<file path="src/rtl/vga_pkg.sv">
// Shared VGA timing constants so the timing, sprite and game stages agree on the same bounds.
package vga_pkg;

    localparam int unsigned CNT_W = 11;
    typedef logic [CNT_W-1:0] cnt_t;

    localparam int unsigned DEF_CLK_DIV  = 4;
    localparam int unsigned DEF_H_ACTIVE = 640;
    localparam int unsigned DEF_H_FP     = 16;
    localparam int unsigned DEF_H_SYNC   = 96;
    localparam int unsigned DEF_H_BP     = 48;
    localparam int unsigned DEF_V_ACTIVE = 480;
    localparam int unsigned DEF_V_FP     = 10;
    localparam int unsigned DEF_V_SYNC   = 2;
    localparam int unsigned DEF_V_BP     = 33;

    localparam int unsigned H_TOTAL      = DEF_H_ACTIVE + DEF_H_FP + DEF_H_SYNC + DEF_H_BP;
    localparam int unsigned V_TOTAL      = DEF_V_ACTIVE + DEF_V_FP + DEF_V_SYNC + DEF_V_BP;
    localparam int unsigned H_SYNC_START = DEF_H_ACTIVE + DEF_H_FP;
    localparam int unsigned H_SYNC_END   = H_SYNC_START + DEF_H_SYNC;
    localparam int unsigned V_SYNC_START = DEF_V_ACTIVE + DEF_V_FP;
    localparam int unsigned V_SYNC_END   = V_SYNC_START + DEF_V_SYNC;

    function automatic int unsigned span_total(input int unsigned active, input int unsigned fp,
                                               input int unsigned sync, input int unsigned bp);
        return active + fp + sync + bp;
    endfunction

endpackage

</file>
<file path="src/rtl/pix_tick_div.sv">
// Pixel-rate strobe: one-clock tick every CLK_DIV system clocks.
module pix_tick_div
    import vga_pkg::*;
#(
    parameter int unsigned CLK_DIV = DEF_CLK_DIV
) (
    input  logic clk,
    input  logic rst,
    output logic tick
);

    localparam int unsigned DW = (CLK_DIV > 1) ? $clog2(CLK_DIV) : 1;
    localparam logic [DW-1:0] DIV_LAST = DW'(CLK_DIV - 1);

    logic [DW-1:0] div_q;
    logic [DW-1:0] div_d;

    always_comb begin
        div_d = div_q + 1'b1;
        if (div_q == DIV_LAST) begin
            div_d = '0;
        end
    end

    always_ff @(posedge clk or posedge rst) begin
        if (rst) begin
            div_q <= '0;
        end else begin
            div_q <= div_d;
        end
    end

    assign tick = (div_q == DIV_LAST);

endmodule

</file>
<file path="src/rtl/vga_timing_gen.sv">
// VGA raster timing: pixel/line counters with registered syncs and blank aligned to hc/vc.
module vga_timing_gen
    import vga_pkg::*;
#(
    parameter int unsigned CLK_DIV  = DEF_CLK_DIV,
    parameter int unsigned H_ACTIVE = DEF_H_ACTIVE,
    parameter int unsigned H_FP     = DEF_H_FP,
    parameter int unsigned H_SYNC   = DEF_H_SYNC,
    parameter int unsigned H_BP     = DEF_H_BP,
    parameter int unsigned V_ACTIVE = DEF_V_ACTIVE,
    parameter int unsigned V_FP     = DEF_V_FP,
    parameter int unsigned V_SYNC   = DEF_V_SYNC,
    parameter int unsigned V_BP     = DEF_V_BP
) (
    input  logic        clk,
    input  logic        rst,
    output logic [10:0] hc,
    output logic [10:0] vc,
    output logic        blank,
    output logic        hsync,
    output logic        vsync,
    output logic        pix_tick,
    output logic        frame_end
);

    localparam cnt_t H_END    = cnt_t'(span_total(H_ACTIVE, H_FP, H_SYNC, H_BP) - 1);
    localparam cnt_t V_END    = cnt_t'(span_total(V_ACTIVE, V_FP, V_SYNC, V_BP) - 1);
    localparam cnt_t H_VIS    = cnt_t'(H_ACTIVE);
    localparam cnt_t V_VIS    = cnt_t'(V_ACTIVE);
    localparam cnt_t HS_START = cnt_t'(H_ACTIVE + H_FP);
    localparam cnt_t HS_END   = cnt_t'(H_ACTIVE + H_FP + H_SYNC);
    localparam cnt_t VS_START = cnt_t'(V_ACTIVE + V_FP);
    localparam cnt_t VS_END   = cnt_t'(V_ACTIVE + V_FP + V_SYNC);

    cnt_t hc_q, hc_d;
    cnt_t vc_q, vc_d;
    logic hsync_q, hsync_d;
    logic vsync_q, vsync_d;
    logic blank_q, blank_d;

    pix_tick_div #(
        .CLK_DIV(CLK_DIV)
    ) u_div (
        .clk (clk),
        .rst (rst),
        .tick(pix_tick)
    );

    // Syncs and blank decode the next-state counters so they land on the same edge as hc/vc.
    always_comb begin
        hc_d = hc_q + 1'b1;
        vc_d = vc_q;
        if (hc_q == H_END) begin
            hc_d = '0;
            vc_d = (vc_q == V_END) ? '0 : vc_q + 1'b1;
        end
        hsync_d = !((hc_d >= HS_START) && (hc_d < HS_END));
        vsync_d = !((vc_d >= VS_START) && (vc_d < VS_END));
        blank_d = (hc_d >= H_VIS) || (vc_d >= V_VIS);
    end

    always_ff @(posedge clk or posedge rst) begin
        if (rst) begin
            hc_q    <= '0;
            vc_q    <= '0;
            hsync_q <= 1'b1;
            vsync_q <= 1'b1;
            blank_q <= 1'b0;
        end else if (pix_tick) begin
            hc_q    <= hc_d;
            vc_q    <= vc_d;
            hsync_q <= hsync_d;
            vsync_q <= vsync_d;
            blank_q <= blank_d;
        end
    end

    assign hc        = hc_q;
    assign vc        = vc_q;
    assign hsync     = hsync_q;
    assign vsync     = vsync_q;
    assign blank     = blank_q;
    assign frame_end = pix_tick && (hc_q == H_END) && (vc_q == V_END);

endmodule

</file>
<file path="config.mk">
export PLATFORM = sky130hd
export DESIGN_NAME = vga_timing_gen
export DESIGN_NICKNAME = d
export VERILOG_FILES = /design/src/rtl/vga_pkg.sv /design/src/rtl/pix_tick_div.sv /design/src/rtl/vga_timing_gen.sv
export SDC_FILE = /design/constraint.sdc
export NUM_CORES = 1
export LEC_CHECK = 0
export BUFFER_PORTS_ARGS = -buffer_cell sky130_fd_sc_hd__buf_2
export CELL_PAD_IN_SITES_DETAIL_PLACEMENT = 1
export CELL_PAD_IN_SITES_GLOBAL_PLACEMENT = 1
export CORE_MARGIN = 8
export CORE_UTILIZATION = 35
export DETAILED_ROUTE_END_ITERATION = 12
export GPL_TIMING_DRIVEN = 0
export PLACE_DENSITY_LB_ADDON = 0.1
export SETUP_SLACK_MARGIN = 0.2
export SYNTH_ARGS = -nofsm -noshare
export SYNTH_HDL_FRONTEND = slang
export SYNTH_HIERARCHICAL = 1
export SYNTH_SLANG_ARGS = --single-unit
</file>
<file path="constraint.sdc">
create_clock -name clk -period 2.5 [get_ports clk]
set_input_delay 0.125 -clock clk [delete_from_list [all_inputs] [get_ports clk]]
set_output_delay 0.125 -clock clk [all_outputs]
set_load 0.02 [all_outputs]
</file>
==> results.tsv <==
metric	value	unit
vias per cell	5.53	
# setup viols final	0	
CTS tree	done	
Setup WS pre-CTS	-0.0253	ns
Total GRT Usage	0.150	
final worst slack	0.289	ns
WL final	5430	um
CP max FO	8	
Starting Density	0.360	
share of cells above drive strength 1	0.257	
WL met1	2470	um
Power Total	704	uW
antenna violations before repair	0	
worst hold path type	input port to asynchronous set/reset pin	
first-pass GRT wire length	9200	um
Worst-Margin Slew	0.999	ns
Synth Instances	215	
antenna cells	0	
outcome	finished, final reports clean	
CTS Buffer Depth	2	
Synth Register Bits	27	
Die Y-Extent	88.0	um
r2r setup slk	0.29	ns
clk_lat worst skew	0.28	ns
DR pass1 iterations	4	
highest metal used	met4	
Die Width	88.0	um
top-area cell type share of the netlist area	0.345	
DR iter-0 viols	72	
relative slew slack	0.333	
Primary FF master, synth	dfrtp_1	
Final Max Tran Viols	0	
asr flop ratio synth	1.00	
crit path DAT	2.41	ns
Clk pin slew, worst setup/hold paths	0.10	ns
library cells used by synthesis	51	
number of global-route vias before repair	1839	
Worst Setup Path Type	flip-flop to flip-flop	
Critical Path Start Type	flip-flop	
Max Fclk	0.452	GHz
site row count	26	
area leader, netlist	dfrtp_1	
most common cell after layout, fill and taps aside	buf_2	
Max H-tree Level	1	
PortBufs	28	
synth top area cells	dfrtp_1 (35%), o21ai_0 (5.0%), nor2_1 (4.8%)	
Synthesized Nets	221	
cts bufs inserted	3	
DRC	0	
syn_area_per_cell	8.43	um^2
synthesized area	0.00181	mm^2
number of synthesized flops with an enable pin	0	
die area	0.00774	mm^2
Routability Congestion	0.835	
leak pwr	0.945	nW
largest net degree at the start of global routing	26	
crit path time final	2.21	ns
DR WL met2	2680	um
Max-Cap Viols	0	
Worst Setup SP	hc[6]$_DFFE_PP0P_	
io pins	29	
sequential share of the synthesized area	0.374	
RSZ-0062 raised after global routing	true	
CP Capture Point	blank$_DFFE_PP0P_	
fin crit share	0.885	
pwr dens	319	mW/mm^2
area grow syn2layout	21.9	%
YS warnings	6	
fin cells	323	
# nets final	260	
Req. time, crit path	2.70	ns
met3 wire length	196	um
GRT Residual Overflow	0	
clock skew	0.00289	ns
hold violation total from the final report	0	
commonest non-fill, non-tap cells in the layout	buf_2 (29), nor2_1 (23), dfrtp_1 (21)	
Filler cells	622	
placed cells	313	
via count	1785	
Reg2Reg Depth	7	
reg-to-reg startpoint	hc[6]$_DFFE_PP0P_	
core area	0.00504	mm^2
VDD IR max	0.155	mV
detailed placement HPWL	3930	um
WL/cell	16.8	um
Crit. End Element	flip-flop	
CTS sink cnt	27	
CTS root buf	clkbuf_8	
Critical R2R Capture	blank$_DFFE_PP0P_	
Antenna Nets Post-Route	0	
-- where the power goes --
group | total (mW) | switching, mW | internal, mW
combinational | 0.0109 | 0.00916 | 0.00178
clock | 0.257 | 0.142 | 0.114
sequential | 0.437 | 0 | 0.437
total | 0.704 | 0.152 | 0.553
-- what timing repair did --
action,CTS,global route
hold endpoints to repair,2,0
endpoints found under the setup margin,5,13
gates resized for setup,7,21
pin swaps,2,4
buffers inserted,3,2
hold buffers,1,0
-- synthesized netlist by cell type (3+ instances only) --
| master | instances |
|---|---|
| o31ai_1 | 3 |
| nor2_1 | 23 |
| a41oi_1 | 3 |
| xor2_1 | 4 |
| clkbuf_1 | 10 |
| xnor2_1 | 5 |
| inv_1 | 8 |
| nand4_1 | 5 |
| and3_1 | 3 |
| dfrtp_1 | 25 |
| ha_1 | 4 |
| nand3_1 | 15 |
| and2_1 | 5 |
| a31oi_1 | 8 |
| nor3_1 | 7 |
| a21oi_1 | 7 |
| o21ai_0 | 18 |
| nand2_1 | 19 |
-- per-layer routing --
layer,GRT usage,up-vias
met2,0.263,31
met4,0.0438,0
li1,-,868
met1,0.182,879
met5,0,-
met3,0.0244,7
-- cell families after synthesis --
kind of cell,share of synthesized area
AO/OA/AOI/OAI,0.196
multiplexers,0.0173
XOR/XNOR,0.0435
adder cells (fa/ha/maj),0.0276
buffers and inverters,0.0490
AND/OR/NAND/NOR,0.293
flip-flops,0.374
-- worst max-delay path, cell delays in order (launching register included) --
cell and delay (ns):
dfrtp_1 0.38, buf_2 0.19, or4_4 0.58, nor3_4 0.21, buf_4 0.20, nand4b_1 0.12
a32o_1 0.25, a41oi_1 0.20
-- metrics by stage --
step | hold slack (ns) | utilization | cell area, um^2 | setup TNS, ns
3_3_place_gp | -0.0136 | 0.405 | 2040 | -0.00524
6_report | 0.242 | 0.438 | 2210 | 0
3_5_place_dp | -0.00858 | 0.405 | 2040 | -0.0253
5_1_grt | 0.259 | 0.438 | 2210 | 0
2_1_floorplan | -0.134 | - | 1810 | 0
4_1_cts | 0.228 | 0.426 | 2150 | 0
-- worst min path at each step --
| stage | startpoint | endpoint | slack [ns] |
|---|---|---|---|
| 6_report | rst | u_div/div_q[1]$_DFF_PP0_ | 0.24 |
| 4_1_cts | rst | u_div/div_q[1]$_DFF_PP0_ | 0.23 |
| 5_1_grt | rst | u_div/div_q[1]$_DFF_PP0_ | 0.26 |
| 2_1_floorplan | rst | u_div/div_q[0]$_DFF_PP0_ | -0.13 |
| 3_3_place_gp | rst | u_div/div_q[1]$_DFF_PP0_ | -0.01 |
| 3_5_place_dp | rst | u_div/div_q[1]$_DFF_PP0_ | -0.009 |
-- layout make-up --
| cell class | instances | area (um^2) | area share |
|---|---|---|---|
| multi-input cells | 167 | 1110 | 0.501 |
| flip-flops and latches | 27 | 683 | 0.309 |
| repair buffers | 34 | 188 | 0.0849 |
| well taps | 70 | 87.6 | 0.0396 |
| plain buffers | 13 | 70.1 | 0.0317 |
| clock buffers | 4 | 45.0 | 0.0204 |
| inverters | 8 | 30.0 | 0.0136 |
-- registers in the layout (all words and copies together), names as in the netlist --
name	count
hsync	1
hc	11
blank	1
u_div/div_q	2
vsync	1
vc	11
Power figures use the tool's default switching activity.
